**src/rtl/ht_delay_meas_ctrl.sv**
```systemverilog
// Two-phase ring-oscillator measurement sequencer for a Trojan-instrumented delay path.
// Counts loop oscillations with the trigger off, then on, and flags a large difference.
module ht_delay_meas_ctrl #(
  parameter int unsigned CW     = 16,
  parameter int unsigned SETTLE = 16,
  parameter int unsigned WINDOW = 1024
) (
  input  logic          clk,
  input  logic          rst,
  input  logic          start,
  input  logic          abort,
  input  logic [CW-1:0] thresh,
  input  logic          path_out,
  output logic          path_in,
  output logic          ht_in1,
  output logic          ht_in2,
  output logic          busy,
  output logic          done,
  output logic [CW-1:0] cnt_a,
  output logic [CW-1:0] cnt_b,
  output logic [CW-1:0] delta,
  output logic          alarm
);

  localparam int unsigned TMax = (SETTLE > WINDOW) ? SETTLE : WINDOW;
  localparam int unsigned TW   = $clog2(TMax + 1);
  localparam logic [TW-1:0] SettleLast = TW'(SETTLE - 1);
  localparam logic [TW-1:0] WindowLast = TW'(WINDOW - 1);
  localparam logic [CW-1:0] CntMax     = '1;

  typedef enum logic [2:0] {
    StIdle, StSettleA, StMeasA, StGap, StMeasB, StCompare, StDone
  } state_e;

  state_e        state_q;
  logic [TW-1:0] tmr_q;
  logic          ro_en_q;
  logic          trig_q;
  logic          meta_q;
  logic          sync_q;
  logic          sync_qq;
  logic [CW-1:0] acc_a_q;
  logic [CW-1:0] acc_b_q;
  logic [CW-1:0] thresh_q;
  logic [CW-1:0] diff;
  logic          edge_det;

  // Trigger off: non-inverting path, so feedback inverts; trigger on: feedback passes through.
  assign path_in  = ro_en_q & ~(path_out ^ trig_q);
  assign ht_in1   = trig_q;
  assign ht_in2   = trig_q;
  assign edge_det = sync_q & ~sync_qq;
  assign diff     = (acc_a_q >= acc_b_q) ? (acc_a_q - acc_b_q) : (acc_b_q - acc_a_q);

  always_ff @(posedge clk) begin
    if (rst) begin
      meta_q  <= 1'b0;
      sync_q  <= 1'b0;
      sync_qq <= 1'b0;
    end else begin
      meta_q  <= path_out;
      sync_q  <= meta_q;
      sync_qq <= sync_q;
    end
  end

  always_ff @(posedge clk) begin
    if (rst) begin
      state_q  <= StIdle;
      tmr_q    <= '0;
      ro_en_q  <= 1'b0;
      trig_q   <= 1'b0;
      busy     <= 1'b0;
      done     <= 1'b0;
      acc_a_q  <= '0;
      acc_b_q  <= '0;
      thresh_q <= '0;
      cnt_a    <= '0;
      cnt_b    <= '0;
      delta    <= '0;
      alarm    <= 1'b0;
    end else if (abort && (state_q != StIdle)) begin
      // Results are left untouched so the last completed measurement stays visible.
      state_q <= StIdle;
      tmr_q   <= '0;
      ro_en_q <= 1'b0;
      trig_q  <= 1'b0;
      busy    <= 1'b0;
      done    <= 1'b0;
    end else begin
      done <= 1'b0;
      unique case (state_q)
        StIdle: begin
          if (start) begin
            state_q  <= StSettleA;
            tmr_q    <= '0;
            busy     <= 1'b1;
            acc_a_q  <= '0;
            acc_b_q  <= '0;
            thresh_q <= thresh;
          end
        end
        StSettleA: begin
          if (tmr_q == SettleLast) begin
            state_q <= StMeasA;
            tmr_q   <= '0;
            ro_en_q <= 1'b1;
          end else begin
            tmr_q <= tmr_q + 1'b1;
          end
        end
        StMeasA: begin
          if (edge_det && (acc_a_q != CntMax)) acc_a_q <= acc_a_q + 1'b1;
          if (tmr_q == WindowLast) begin
            state_q <= StGap;
            tmr_q   <= '0;
            ro_en_q <= 1'b0;
            trig_q  <= 1'b1;
          end else begin
            tmr_q <= tmr_q + 1'b1;
          end
        end
        StGap: begin
          if (tmr_q == SettleLast) begin
            state_q <= StMeasB;
            tmr_q   <= '0;
            ro_en_q <= 1'b1;
          end else begin
            tmr_q <= tmr_q + 1'b1;
          end
        end
        StMeasB: begin
          if (edge_det && (acc_b_q != CntMax)) acc_b_q <= acc_b_q + 1'b1;
          if (tmr_q == WindowLast) begin
            state_q <= StCompare;
            tmr_q   <= '0;
            ro_en_q <= 1'b0;
          end else begin
            tmr_q <= tmr_q + 1'b1;
          end
        end
        StCompare: begin
          state_q <= StDone;
          trig_q  <= 1'b0;
          done    <= 1'b1;
          cnt_a   <= acc_a_q;
          cnt_b   <= acc_b_q;
          delta   <= diff;
          alarm   <= (diff > thresh_q);
        end
        StDone: begin
          state_q <= StIdle;
          busy    <= 1'b0;
        end
        default: state_q <= StIdle;
      endcase
    end
  end

endmodule

```
**config.mk**
```make
export PLATFORM = sky130hd
export DESIGN_NAME = ht_delay_meas_ctrl
export DESIGN_NICKNAME = d
export VERILOG_FILES = /design/src/rtl/ht_delay_meas_ctrl.sv
export SDC_FILE = /design/constraint.sdc
export NUM_CORES = 1
export LEC_CHECK = 0
export CORE_AREA = 2 2 112 114
export CTS_BUF_LIST = sky130_fd_sc_hd__clkbuf_8
export DETAILED_ROUTE_END_ITERATION = 8
export DIE_AREA = 0 0 114 116
export PLACE_DENSITY = 0.8
export SKIP_LAST_GASP = 1
export SLEW_MARGIN = 10
export SYNTH_ARGS = -nofsm -noshare
export SYNTH_HDL_FRONTEND = slang
export SYNTH_SLANG_ARGS = --single-unit
```
**constraint.sdc**
```tcl
create_clock -name clk -period 5 [get_ports clk]
set_input_delay 1.5 -clock clk [delete_from_list [all_inputs] [get_ports clk]]
set_output_delay 1.5 -clock clk [all_outputs]
set_load 0.005 [all_outputs]
```
# --- Word-level counts from Yosys, hierarchy flattened ---
# Index checks and enable logic that the tools add are counted.
totals:
  input_bits: 21
  elab_cells: 95
  out_inout_bits: 54
  register_bits: 118
op_classes:
  order_cmp: 2
  eq_ne: 19
  muxes: 24
  add_sub_neg: 5
  n_reduce_logical: 23
  n_bitwise: 6
ops:
  columns: ["cell", "n"]
  rows:
  - ["2-to-1 mux 16 bit", 4]
  - ["case mux 16 bit (2 select lines)", 2]
  - ["2-to-1 mux 11 bit", 3]
  - ["case mux 11 bit (3 select lines)", 1]
  - ["adder 16 x 1 -> 16 bit (second input constant)", 2]
  - ["inequality test 16 bit (second input constant)", 2]
  - ["subtractor 16 bit", 2]
  - ["case mux 3 bit (6 select lines)", 1]
  - [">= comparator 16 bit", 1]
  - ["> comparator 16 bit", 1]
  - ["2-to-1 mux 3 bit", 5]
  - ["inequality test 2 bit (second input constant)", 7]
  - ["adder 11 x 1 -> 11 bit (second input constant)", 1]
  - ["equality test 11 x 10 -> 1 bit (second input constant)", 1]
  - ["equality test 11 x 4 -> 1 bit (second input constant)", 1]
  - ["nonzero test 2 bit", 5]
  - ["equality test 3 bit (second input constant)", 3]
  - ["AND reduction 2 bit", 4]
  - ["AND reduction 4 bit", 2]
  - ["equality test 3 x 2 -> 1 bit (second input constant)", 2]
  - ["case mux 1 bit (2 select lines)", 3]
  - ["AND reduction 3 bit", 2]
  - ["nonzero test 3 bit", 2]
  - ["OR reduction 2 bit", 3]
  - ["other kinds (9)", 19]

# --- Longest topological paths before layout ---
depth:
  ltp_word: 5
  depth_mapped: 20

# --- Least setup slack after synthesis ---
# Ideal clock, no wire load.
synth_path:
  path_type: "register to register"
  start: "register acc_a_q[2]"
  end: "register alarm"
  setup_slack_ps: 1377
  path_buffers: 2
  path_stages_with_launch: 20
  t_arrival_ps: 3491
  t_required_ps: 4868
  path_cell_list: "dfxtp_1 -> inv_1 -> ha_1 -> buf_4 -> and4_1 -> nor3_1 -> a2111o_1 -> and2_4 -> buf_6 -> a211oi_2 -> nor2_1 -> xor2_1 -> ha_1 -> a21o_1 -> a21o_1 -> a21oi_1 -> nor2_1 -> a211oi_1 -> a211o_1 -> a21oi_1"
synth_between:
  elab_chain_len: 3
  word_cells_on_any_way: 5
  cone_classes: "2 x add/sub; 2 x order compare; 1 x mux"
synth_rtl:
  columns: ["element", "line_no", "source"]
  rows:
  - ["from (decl)", "42", "logic [CW-1:0] acc_a_q;"]
  - ["from (signal assigned)", "113", "if (edge_det && (acc_a_q != CntMax)) acc_a_q <= acc_a_q + 1'b1;"]
  - ["subtractor 16 bit or >= comparator 16 bit (tied branches)", "53", "assign diff = (acc_a_q >= acc_b_q) ? (acc_a_q - acc_b_q) : (acc_b_q - acc_a_q);"]
  - ["2-to-1 mux 16 bit (*)", "53", null]
  - ["net diff[9]", "45", "logic [CW-1:0] diff;"]
  - ["> comparator 16 bit (*)", "149", "alarm <= (diff > thresh_q);"]
  - ["to (signal assigned)", "149", null]
  - ["to (decl)", "22", "output logic alarm"]
# Mark *: on every way through the listed nets, which the timed path passes. The rest lies on a longest branch.
# A chain may end at the register's enable or synchronous reset.

# --- Final worst setup path ---
layout_path:
  start: "input port path_out"
  end: "output port path_in"
layout_between:
  elab_chain_len: 3
layout_rtl:
  columns: ["element", "line_no", "source"]
  rows:
  - ["from (decl)", "13", "input logic path_out,"]
  - ["bitwise XOR 1 bit", "49", "assign path_in = ro_en_q & ~(path_out ^ trig_q);"]
  - ["inverter 1 bit", "49", null]
  - ["bitwise AND 1 bit", "49", null]
  - ["to (decl)", "14", "output logic path_in,"]
# Every way passes these cells.

==> flow_summary.toml <==
[run_status]
status = "completed"

[critical_path]
endpoint_kind = "primary output"
crit_slowest_cell = "clkdlybuf4s50_1"
cp_data_required_time_ns = 3.50
critPathKind = "in2out"
cp.arrival_ns = 2.73
crit_chain = "clkdlybuf4s50_1, xnor2_1, and2_1, clkdlybuf4s50_1"
r2r_setup_slack_ns = 0.79
reg2regPathDepth = 17
cp_max_fo = 2
worstSetupStartpointType = "input pin"
timing.rr.end = "alarm"
rr_startpoint = "acc_a_q[10]"
cpPeakStageDelay_ns = 0.49
path_common_cell = "clkdlybuf4s50_1"

[finish]
fin_nets = 1006
post-route-util_pct = 67.4
diodes = 0
drive_above_1_share_pct = 5.61
layout_common_cells = "131 x nand2_1, 118 x dfxtp_1, 94 x a21oi_1, 88 x nor2_1, 73 x clkdlybuf4s50_1"
final_common_cell = "nand2_1"
fin_cells = 1091
syn2layout_area_growth_pct = 16.6
fillers = 1043

[global_routing]
antenna_found_initial = 0
met3_usage_pct = 6.80
gr-total-overflow = 0
grt_pass1_wl_mm = 29.7
grt_busiest_layer = "met2"
grt_pass1_vias = 5928
gr-usage-met1_pct = 37.5
use_met2_pct = 46.1
grt_max_degree = 50
grt_usage_pct = 28.7

[logic_synthesis]
ys_types = 65
ys_seq_area_share_pct = 34.3
synthesis.area_um2 = 6890
synth_warnings = 0
async_flop_share_pct = 0
ys_ff_latch = 118
synth.avg_cell_area_um2 = 7.84
syn_inst = 879
ys.flop_type = "dfxtp_1"
synth_nets = 952
synth-edff-count = 0

[floorplanning]
dieArea_um2 = 13200
fp.dieW_um = 114
io_pins = 75
die_h_um = 116
coreArea_um2 = 11900
initial_utilization_pct = 57.8
row_count = 40

[worst_hold_path]
hold_depth = 1
hold_end = "sync_q"
hp-class = "reg2reg"
hp-start = "meta_q"

[routing]
wl_per_cell_um = 16.6
viasPerCell = 5.81
vias = 6340
drt-total-wl_mm = 18.1
ant_nets = 0
drt_iter0_markers = 424
drcViolationCount = 0
dr.pass1.iters = 6

[timing]
period_needed_ns = 4.23
final_hold_viol_count = 0
fmax_mhz = 236
finalMaxSlewViolations = 0
setup_violations = 0
tightest_slew_ns = 1.08
holdWs_ns = 0.437
period_share_pct = 84.6
slew_headroom_pct = 27.9
tns_ns = 0
rsz0062_at_grt = "no"
clock_skew_ns = 0.0109

[cts]
clkLatencyLatePin_ns = 0.46
cts_buffer_depth = 2
cts_resized = 0
path_clk_slew_ns = 0.07
cts_tree = "built"
cts_setup_buffers = 0
cts_hold_buf = 0
cts-htree-levels = 4
cts.sinks = 118
clockRootBuffer = "clkbuf_8"
numCtsBuffers = 17

[pwr]
leakage_nw = 3.03
power_density_nw_per_um2 = 295
p_int_mw = 1.64
power_frac_clock_pct = 36.2
peakVddDrop_uv = 286
p_sw_mw = 0.737
switching_share_pct = 31.0
p_total_mw = 2.37
power_frac_seq_pct = 44.0
comb_power_share_pct = 19.9

[place]
place_congestion = 0.934
placedCellCount = 1061
dp_hpwl_mm = 13.1
io_buffers = 74

[flow_run]
drv_cap = 0
==> power groups by stage <==
stage	Sequential, mW	Combinational (mW)	Clock [mW]
2_1_floorplan	1.03	0.363	0
3_3_place_gp	1.06	0.459	0
3_5_place_dp	1.06	0.462	0
4_1_cts	1.04	0.470	0.870
5_1_grt	1.05	0.532	0.915
6_report	1.04	0.471	0.858
==> metrics by stage <==
step           setup WS [ns]  cell area (um2)
5_1_grt                0.539             8030
3_5_place_dp           0.766             7650
6_report               0.769             8030
4_1_cts                0.757             8030
3_3_place_gp           0.783             7650
2_1_floorplan           1.38             6890
==> how the worst max path moves through the flow <==
stage	startpoint	endpoint	slack, ns
floorplan	acc_a_q[2]	alarm	1.38
finish	path_out	path_in	0.77
detailed placement	path_out	path_in	0.77
global route	acc_b_q[0]	alarm	0.54
global placement	path_out	path_in	0.78
CTS	path_out	path_in	0.76
==> cells in the mapped netlist (all sizes together), types with 2 or more instances <==
master	instances	area, um2
a211o	2	17.5
a211oi	8	65.1
a21boi	2	15.0
a21o	16	120
a21oi	96	495
a221o	4	40.0
a221oi	2	17.5
a31oi	4	40.0
a41o	2	20.0
and2	6	40.0
and3	6	37.5
and4	9	81.3
buf	14	90.1
clkbuf	31	116
dfxtp	118	2360
fa	2	40.0
ha	50	626
inv	58	218
mux2i	11	110
nand2	132	498
nand2b	4	25.0
nand3	19	95.1
nand4	21	131
nor2	88	330
nor2b	11	68.8
nor3	17	85.1
nor3b	5	37.5
nor4	6	37.5
o211a	2	20.0
o211ai	4	35.0
o21a	14	105
o21ai	33	165
o21bai	2	15.0
o311a	2	20.0
o31a	3	26.3
o31ai	2	15.0
or2	4	25.0
or3	8	50.1
xnor2	35	307
xor2	13	114
==> worst max-delay path, delay by kind of cell <==
kind,cells,cell delay (ns)
simple gates,1,0.14
xor+xnor,1,0.11
buf+inv,2,0.97
==> layer usage <==
layer,part of all wire (%),vias to the layer above,wire (um)
met1,45,2970,8130
li1,-,3124,-
met4,2.6,0,462
met5,0,-,0
met2,46,208,8400
met3,6.2,38,1120
==> sequential cells by signal (all words and copies together), names as in the netlist, 3 cells and up <==
| name | flops |
|---|---|
| acc_a_q | 16 |
| tmr_q | 11 |
| cnt_a | 16 |
| cnt_b | 16 |
| delta | 16 |
| acc_b_q | 16 |
| state_q | 3 |
| thresh_q | 16 |
==> final cells by class <==
type	count	area [um2]	area share (%)
Sequential cell	118	2360	29.4
Tap cell	147	184	2.29
Inverter	58	218	2.71
Timing Repair Buffer	80	781	9.72
Multi-Input combinational cell	658	4110	51.1
Clock buffer	20	275	3.43
Clock inverter	10	106	1.32
==> cells by family after synthesis <==
kind of cell / count (synthesis) / synth area share (%)
xor gates and xnor gates: 48 / 6.10
and+or+nand+nor: 340 / 22.9
AOI/OAI and AO/OA: 206 / 19.1
muxes: 12 / 1.76
buffers and inverters: 103 / 6.16
adders and majority gates: 52 / 9.66
DFF: 118 / 34.3
Note: power is estimated with default switching activity, not from simulation.
